===== src/rtl/lb_window_2x2_if.sv =====
// Bus bundle for the 2x2 stencil window stage: config port, the two
// incoming pixel rows and the window outputs.
interface lb_window_2x2_if #(
  parameter int DATA_WIDTH = 16
);
  // config bus
  logic                  config_en;
  logic [31:0]           config_addr;
  logic [31:0]           config_data;
  logic [31:0]           config_rdata;
  // live row (line buffer data_in stream) and delayed row (line buffer data_out)
  logic [DATA_WIDTH-1:0] cur_in;
  logic                  cur_valid;
  logic [DATA_WIDTH-1:0] lb_in;
  logic                  lb_valid;
  // window outputs
  logic [DATA_WIDTH-1:0] win_00;
  logic [DATA_WIDTH-1:0] win_01;
  logic [DATA_WIDTH-1:0] win_10;
  logic [DATA_WIDTH-1:0] win_11;
  logic                  win_valid;
  logic                  line_end;

  modport master (
    output config_en, config_addr, config_data,
    output cur_in, cur_valid, lb_in, lb_valid,
    input  config_rdata,
    input  win_00, win_01, win_10, win_11, win_valid, line_end
  );

  modport slave (
    input  config_en, config_addr, config_data,
    input  cur_in, cur_valid, lb_in, lb_valid,
    output config_rdata,
    output win_00, win_01, win_10, win_11, win_valid, line_end
  );
endinterface


===== src/rtl/lb_window_2x2.sv =====
// 2x2 sliding stencil window built from the line buffer's delayed row and
// the live row feeding it. Tracks the column against a configured line
// width so the first column of each line never forms a window.
module lb_window_2x2 #(
  parameter int DATA_WIDTH = 16,
  parameter int COL_WIDTH  = 13
) (
  input  logic            clk_in,
  input  logic            reset,
  input  logic            clk_en,
  input  logic            flush,
  lb_window_2x2_if.slave  bus
);

  logic [COL_WIDTH-1:0]  w_reg, w_next;
  logic                  enable_reg, enable_next;
  logic [COL_WIDTH-1:0]  col_reg, col_next;
  logic [DATA_WIDTH-1:0] win_00_reg, win_00_next;
  logic [DATA_WIDTH-1:0] win_01_reg, win_01_next;
  logic [DATA_WIDTH-1:0] win_10_reg, win_10_next;
  logic [DATA_WIDTH-1:0] win_11_reg, win_11_next;
  logic                  win_valid_reg, win_valid_next;
  logic                  line_end_reg, line_end_next;

  logic                  cfg_wr;
  logic                  accept;
  logic                  w_ok;
  logic [COL_WIDTH-1:0]  w_last;
  logic                  at_last_col;
  logic                  unused_ok;

  assign cfg_wr      = clk_en & bus.config_en & (bus.config_addr == 32'd0);
  assign w_ok        = (w_reg >= COL_WIDTH'(2));
  assign accept      = clk_en & bus.cur_valid & enable_reg & w_ok;
  assign w_last      = w_reg - COL_WIDTH'(1);
  assign at_last_col = (col_reg == w_last);

  // Config fields above the enable bit are don't-care.
  assign unused_ok = ^bus.config_data[31:COL_WIDTH+1];

  // Next-state: config write beats flush, flush beats accept; a cycle
  // without accept drops the one-cycle flags.
  always_comb begin
    w_next         = w_reg;
    enable_next    = enable_reg;
    col_next       = col_reg;
    win_00_next    = win_00_reg;
    win_01_next    = win_01_reg;
    win_10_next    = win_10_reg;
    win_11_next    = win_11_reg;
    win_valid_next = win_valid_reg;
    line_end_next  = line_end_reg;
    if (clk_en) begin
      if (cfg_wr) begin
        w_next         = bus.config_data[COL_WIDTH-1:0];
        enable_next    = bus.config_data[COL_WIDTH];
        col_next       = '0;
        win_valid_next = 1'b0;
        line_end_next  = 1'b0;
      end else if (flush) begin
        col_next       = '0;
        win_00_next    = '0;
        win_01_next    = '0;
        win_10_next    = '0;
        win_11_next    = '0;
        win_valid_next = 1'b0;
        line_end_next  = 1'b0;
      end else if (accept) begin
        win_00_next    = win_01_reg;
        win_01_next    = bus.lb_in;
        win_10_next    = win_11_reg;
        win_11_next    = bus.cur_in;
        col_next       = at_last_col ? '0 : col_reg + COL_WIDTH'(1);
        // column 0 has no older neighbour on this line, so no window yet
        win_valid_next = bus.lb_valid & (col_reg != '0);
        line_end_next  = at_last_col;
      end else begin
        win_valid_next = 1'b0;
        line_end_next  = 1'b0;
      end
    end
  end

  // State registers; clk_en gating is folded into the next-state logic.
  always_ff @(posedge clk_in or negedge reset) begin
    if (!reset) begin
      w_reg         <= '0;
      enable_reg    <= 1'b0;
      col_reg       <= '0;
      win_00_reg    <= '0;
      win_01_reg    <= '0;
      win_10_reg    <= '0;
      win_11_reg    <= '0;
      win_valid_reg <= 1'b0;
      line_end_reg  <= 1'b0;
    end else begin
      w_reg         <= w_next;
      enable_reg    <= enable_next;
      col_reg       <= col_next;
      win_00_reg    <= win_00_next;
      win_01_reg    <= win_01_next;
      win_10_reg    <= win_10_next;
      win_11_reg    <= win_11_next;
      win_valid_reg <= win_valid_next;
      line_end_reg  <= line_end_next;
    end
  end

  assign bus.win_00       = win_00_reg;
  assign bus.win_01       = win_01_reg;
  assign bus.win_10       = win_10_reg;
  assign bus.win_11       = win_11_reg;
  // Flags are masked while the stage is frozen and reappear when it resumes.
  assign bus.win_valid    = win_valid_reg & clk_en;
  assign bus.line_end     = line_end_reg & clk_en;
  assign bus.config_rdata = 32'({enable_reg, w_reg});

endmodule


===== src/flat_wrapper.sv =====
// flat-port wrapper written by rule: the top's interface ports become plain ports
module lb_window_2x2_flat 
#(
  parameter int DATA_WIDTH = 16,
  parameter int COL_WIDTH  = 13
)
  (clk_in, reset, clk_en, flush, bus_config_en, bus_config_addr, bus_config_data, bus_cur_in, bus_cur_valid, bus_lb_in, bus_lb_valid, bus_config_rdata, bus_win_00, bus_win_01, bus_win_10, bus_win_11, bus_win_valid, bus_line_end);
  lb_window_2x2_if #(.DATA_WIDTH(DATA_WIDTH)) bus_i ();
  input  logic clk_in;
  input  logic reset;
  input  logic clk_en;
  input  logic flush;
  input wire logic [$bits(bus_i.config_en)-1:0] bus_config_en;
  input wire logic [$bits(bus_i.config_addr)-1:0] bus_config_addr;
  input wire logic [$bits(bus_i.config_data)-1:0] bus_config_data;
  input wire logic [$bits(bus_i.cur_in)-1:0] bus_cur_in;
  input wire logic [$bits(bus_i.cur_valid)-1:0] bus_cur_valid;
  input wire logic [$bits(bus_i.lb_in)-1:0] bus_lb_in;
  input wire logic [$bits(bus_i.lb_valid)-1:0] bus_lb_valid;
  output wire logic [$bits(bus_i.config_rdata)-1:0] bus_config_rdata;
  output wire logic [$bits(bus_i.win_00)-1:0] bus_win_00;
  output wire logic [$bits(bus_i.win_01)-1:0] bus_win_01;
  output wire logic [$bits(bus_i.win_10)-1:0] bus_win_10;
  output wire logic [$bits(bus_i.win_11)-1:0] bus_win_11;
  output wire logic [$bits(bus_i.win_valid)-1:0] bus_win_valid;
  output wire logic [$bits(bus_i.line_end)-1:0] bus_line_end;
  assign bus_i.config_en = bus_config_en;
  assign bus_i.config_addr = bus_config_addr;
  assign bus_i.config_data = bus_config_data;
  assign bus_i.cur_in = bus_cur_in;
  assign bus_i.cur_valid = bus_cur_valid;
  assign bus_i.lb_in = bus_lb_in;
  assign bus_i.lb_valid = bus_lb_valid;
  assign bus_config_rdata = bus_i.config_rdata;
  assign bus_win_00 = bus_i.win_00;
  assign bus_win_01 = bus_i.win_01;
  assign bus_win_10 = bus_i.win_10;
  assign bus_win_11 = bus_i.win_11;
  assign bus_win_valid = bus_i.win_valid;
  assign bus_line_end = bus_i.line_end;
  lb_window_2x2 #(.DATA_WIDTH(DATA_WIDTH), .COL_WIDTH(COL_WIDTH)) u_core (.clk_in(clk_in), .reset(reset), .clk_en(clk_en), .flush(flush), .bus(bus_i));
endmodule

===== config.mk =====
export PLATFORM = sky130hd
export DESIGN_NAME = lb_window_2x2_flat
export DESIGN_NICKNAME = d
export VERILOG_FILES = /design/src/rtl/lb_window_2x2_if.sv /design/src/rtl/lb_window_2x2.sv /design/src/flat_wrapper.sv
export SDC_FILE = /design/constraint.sdc
export NUM_CORES = 1
export LEC_CHECK = 0
export ABC_AREA = 1
export CELL_PAD_IN_SITES_DETAIL_PLACEMENT = 0
export CELL_PAD_IN_SITES_GLOBAL_PLACEMENT = 1
export CORE_AREA = 3 3 139 141
export CTS_CLUSTER_DIAMETER = 30
export DETAILED_ROUTE_END_ITERATION = 8
export DIE_AREA = 0 0 142 144
export PLACE_DENSITY_LB_ADDON = 0.12
export SLEW_MARGIN = 40
export SYNTH_ARGS = -nofsm -noshare
export SYNTH_HDL_FRONTEND = slang
export SYNTH_SLANG_ARGS = --single-unit

===== constraint.sdc =====
create_clock -name clk_in -period 1.6 [get_ports clk_in]
set_input_delay 0.24 -clock clk_in [delete_from_list [all_inputs] [get_ports clk_in]]
set_output_delay 0.24 -clock clk_in [all_outputs]
set_load 0.005 [all_outputs]

==> impl_metrics.py <==
metrics = {
    "die": {
        "core_area_mm2": 0.01809,
        "dieHeight_um": 144,
        "dieArea_mm2": 0.02045,
        "initial_utilization": 0.2681,
        "num_io_pins": 201,
        "std_cell_rows": 49,
        "die_w_um": 142,
    },
    "cts": {
        "clkSinkCount": 93,
        "ctsHtreeMaxLevel": 3,
        "clkLatencyLatePin_ns": 0.35,
        "cts_made_buffers": 9,
        "cts-root-buf": "clkbuf_16",
        "path_clk_slew_ns": 0.07,
        "cts_buffer_depth": 2,
        "cts_tree": "built",
    },
    "power": {
        "powerDensity_mw_per_mm2": 621.6,
        "p_comb_frac": 0.077,
        "p_total_uw": 4843,
        "clkPwrFrac": 0.438,
        "switching_share": 0.2356,
        "p_int_uw": 3702,
        "p_sw_uw": 1141,
        "p_seq_frac": 0.485,
        "p_leak_uw": 0.003843,
        "ir_drop_v": 0.0004281,
    },
    "global_routing": {
        "grt_max_degree": 41,
        "grt.busiest_layer": "met2",
        "grt_pass1_vias": 4762,
        "met3_usage": 0.04663,
        "overflow": 0,
        "grt_use_met1": 0.1866,
        "grt_pass1_wl_mm": 24.34,
        "antenna_found_initial": 0,
        "met2_usage": 0.2504,
        "grt_util_all_layers": 0.1503,
    },
    "status": {
        "violations": "setup timing",
        "run_status": "finished, violations left",
    },
    "final_layout": {
        "final_area_mm2": 0.007791,
        "utilization": 0.4308,
        "syn2layout_area_growth_pct": 60.66,
        "stdcell_count": 1110,
        "nets": 983,
        "drive_above_1_share": 0.1691,
        "n_antenna_cell": 0,
    },
    "critical_path": {
        "cp.required_ns": 1.88,
        "critPathMaxStageDelay_ns": 0.39,
        "end_kind": "register",
        "crit_arrival_ns": 2.20,
        "cp_top_family": "simple AND/OR/NAND/NOR gates",
        "timing.rr.end": "u_core.line_end_reg$_DFFE_PN0P_",
        "cp_max_fo": 9,
        "worstRegToRegCells": 12,
        "criticalPathCategory": "reg2reg",
        "worstSetupPathDepth": 12,
        "r2r_start": "u_core.w_reg[0]$_DFFE_PN0P_",
        "endpoint": "u_core.line_end_reg$_DFFE_PN0P_",
        "startpoint": "u_core.w_reg[0]$_DFFE_PN0P_",
        "crit_path_frequent_cell": "nand2_1",
        "cp_num_buf_inv": 4,
        "crit_path_start_kind": "register",
        "worst_path_max_delay_cell": "dfrtp_1",
        "worst-r2r-setup-slack_ns": -0.32,
        "crit_chain": "inv_2, buf_4, ha_4, nor3b_4, nand2_1, nand2_2, nand2_4, nor2_4, buf_12, buf_6, nand4_1, nand2_1",
    },
    "logic_synthesis": {
        "avgSynthCellArea_um2": 7.625,
        "yosysUniqueCellTypes": 30,
        "netlist_area_mm2": 0.004850,
        "yosys_register_bits": 93,
        "ys_seq_area_frac": 0.4799,
        "yosys_warnings": 0,
        "netlist_instances": 636,
    },
    "placement": {
        "dp_cells": 1076,
        "placed_area_mm2": 0.007103,
        "portBuffers": 164,
        "place_congestion": 0.8185,
        "hpwl_mm": 11.29,
    },
    "timing": {
        "rsz0062_at_grt": "true",
        "tns_ns": -19.53,
        "setup_viol": 79,
        "fmax_mhz": 521.6,
        "setup_ws_ns": -0.3171,
        "final.period_utilization": 1.198,
        "skew_ns": 0.005443,
        "slew_viol_final": 0,
        "finalCriticalPeriod_ns": 1.917,
        "hold_viol": 0,
    },
    "routing": {
        "final_antenna_net_count": 0,
        "wl_per_cell_um": 13.81,
        "first_pass_iters": 4,
        "via_per_inst": 4.126,
        "drc": 0,
        "wirelength_mm": 15.33,
        "drtIter0Drc": 121,
        "num_vias": 4580,
    },
    "job": {
        "max_cap_viol_count": 0,
    },
    "min_path": {
        "min_path_type": "in2async",
    },
}
## stage by stage
stage               hold slack, ns  worst slack (ns)
global route                0.4242           -0.4269
global placement            0.2348           -0.4129
detailed placement          0.2385           -0.4579
CTS                         0.4064           -0.2469
finish                      0.3968           -0.3171
floorplan                 -0.05559           -0.1368
## cells in the mapped netlist, drive strengths merged
cell type  number  area [um2]
dfrtp          93        2327
buf            38       327.8
nor3b           1       7.510
conb            1       3.750
nand4           6       37.54
xor2            8       70.07
o31ai           1       7.510
nand3          19       112.6
inv            38       142.6
xnor2           6       52.55
o21ai          14       81.33
nand3b          3       22.52
nor3            7       45.04
nand2         334        1271
nor2           61       264.0
clkbuf          1       3.750
ha              4       50.05
xnor3           1       22.52
## power groups by stage
stage	sequential, uW	clock (uW)	combinational (uW)
2_1_floorplan	2400	0	109
3_5_place_dp	2390	0	365
6_report	2350	2120	373
4_1_cts	2350	2210	370
5_1_grt	2350	2310	411
3_3_place_gp	2390	0	361
## area by class of cell
class                   count  area (um2)
fillers                  1834       10290
repair buffers            250        2502
flip-flops and latches     93        2333
multi-input cells         484        2231
well taps                 229       286.5
clock buffers              10       239.0
inverters                  38       145.1
clock inverters             6       53.80
## how the worst min path moves through the flow
stage | cells after the start | slack (ns) | startpoint | endpoint
6_report | 2 | 0.40 | reset | u_core.w_reg[3]$_DFFE_PN0P_
5_1_grt | 3 | 0.42 | bus_cur_in[15] | u_core.bus.win_11[15]$_DFFE_PN0P_
4_1_cts | 2 | 0.41 | reset | u_core.w_reg[1]$_DFFE_PN0P_
3_5_place_dp | 1 | 0.24 | reset | u_core.w_reg[3]$_DFFE_PN0P_
3_3_place_gp | 1 | 0.23 | reset | u_core.w_reg[2]$_DFFE_PN0P_
2_1_floorplan | 0 | -0.06 | reset | u_core.bus.win_00[0]$_DFFE_PN0P_
## cell usage in the layout (no fill, tap or decap), types with 3 or more instances in the layout
cell type / count
clkbuf_16: 13
clkdlybuf4s50_1: 151
inv_1: 32
nand2_2: 11
nand3_4: 3
nor2_1: 48
nand3b_1: 3
nor2_2: 7
nor3_1: 5
nor2_4: 6
nand2_1: 321
dfrtp_1: 88
buf_4: 63
xnor2_1: 6
nand4_1: 6
o21ai_0: 9
inv_2: 5
buf_12: 7
nand3_1: 16
xor2_1: 8
buf_6: 9
dlygate4sd2_1: 11
dfrtp_2: 5
conb_1: 18
o21ai_1: 4
## repair_timing
action,in CTS,in global routing
setup endpoints to repair,91,88
gates resized for setup,38,21
buffers inserted,8,3
hold endpoints to repair,30,0
hold buffers,1,0
pin swaps,22,12
gates cloned,2,4
## layer usage
metal  vias to the layer above  share of wire
met3                        14          0.069
met5                         -              0
li1                       2382              -
met4                         0          0.015
met1                      2066           0.43
met2                       118           0.48
## logic make-up (layout without fill, tap and decap cells)
| kind of cell | Yosys count | count (layout) | synth area share |
|---|---|---|---|
| compound gates | 15 | 15 | 0.01832 |
| xor+xnor | 15 | 15 | 0.02993 |
| fa+ha+maj | 4 | 4 | 0.01032 |
| buf+inv | 77 | 304 | 0.09778 |
| flops | 93 | 93 | 0.4799 |
| other cells | 1 | 18 | 0.0007733 |
| simple gates | 431 | 432 | 0.3630 |
No activity file was read; power rests on OpenSTA's default activity.
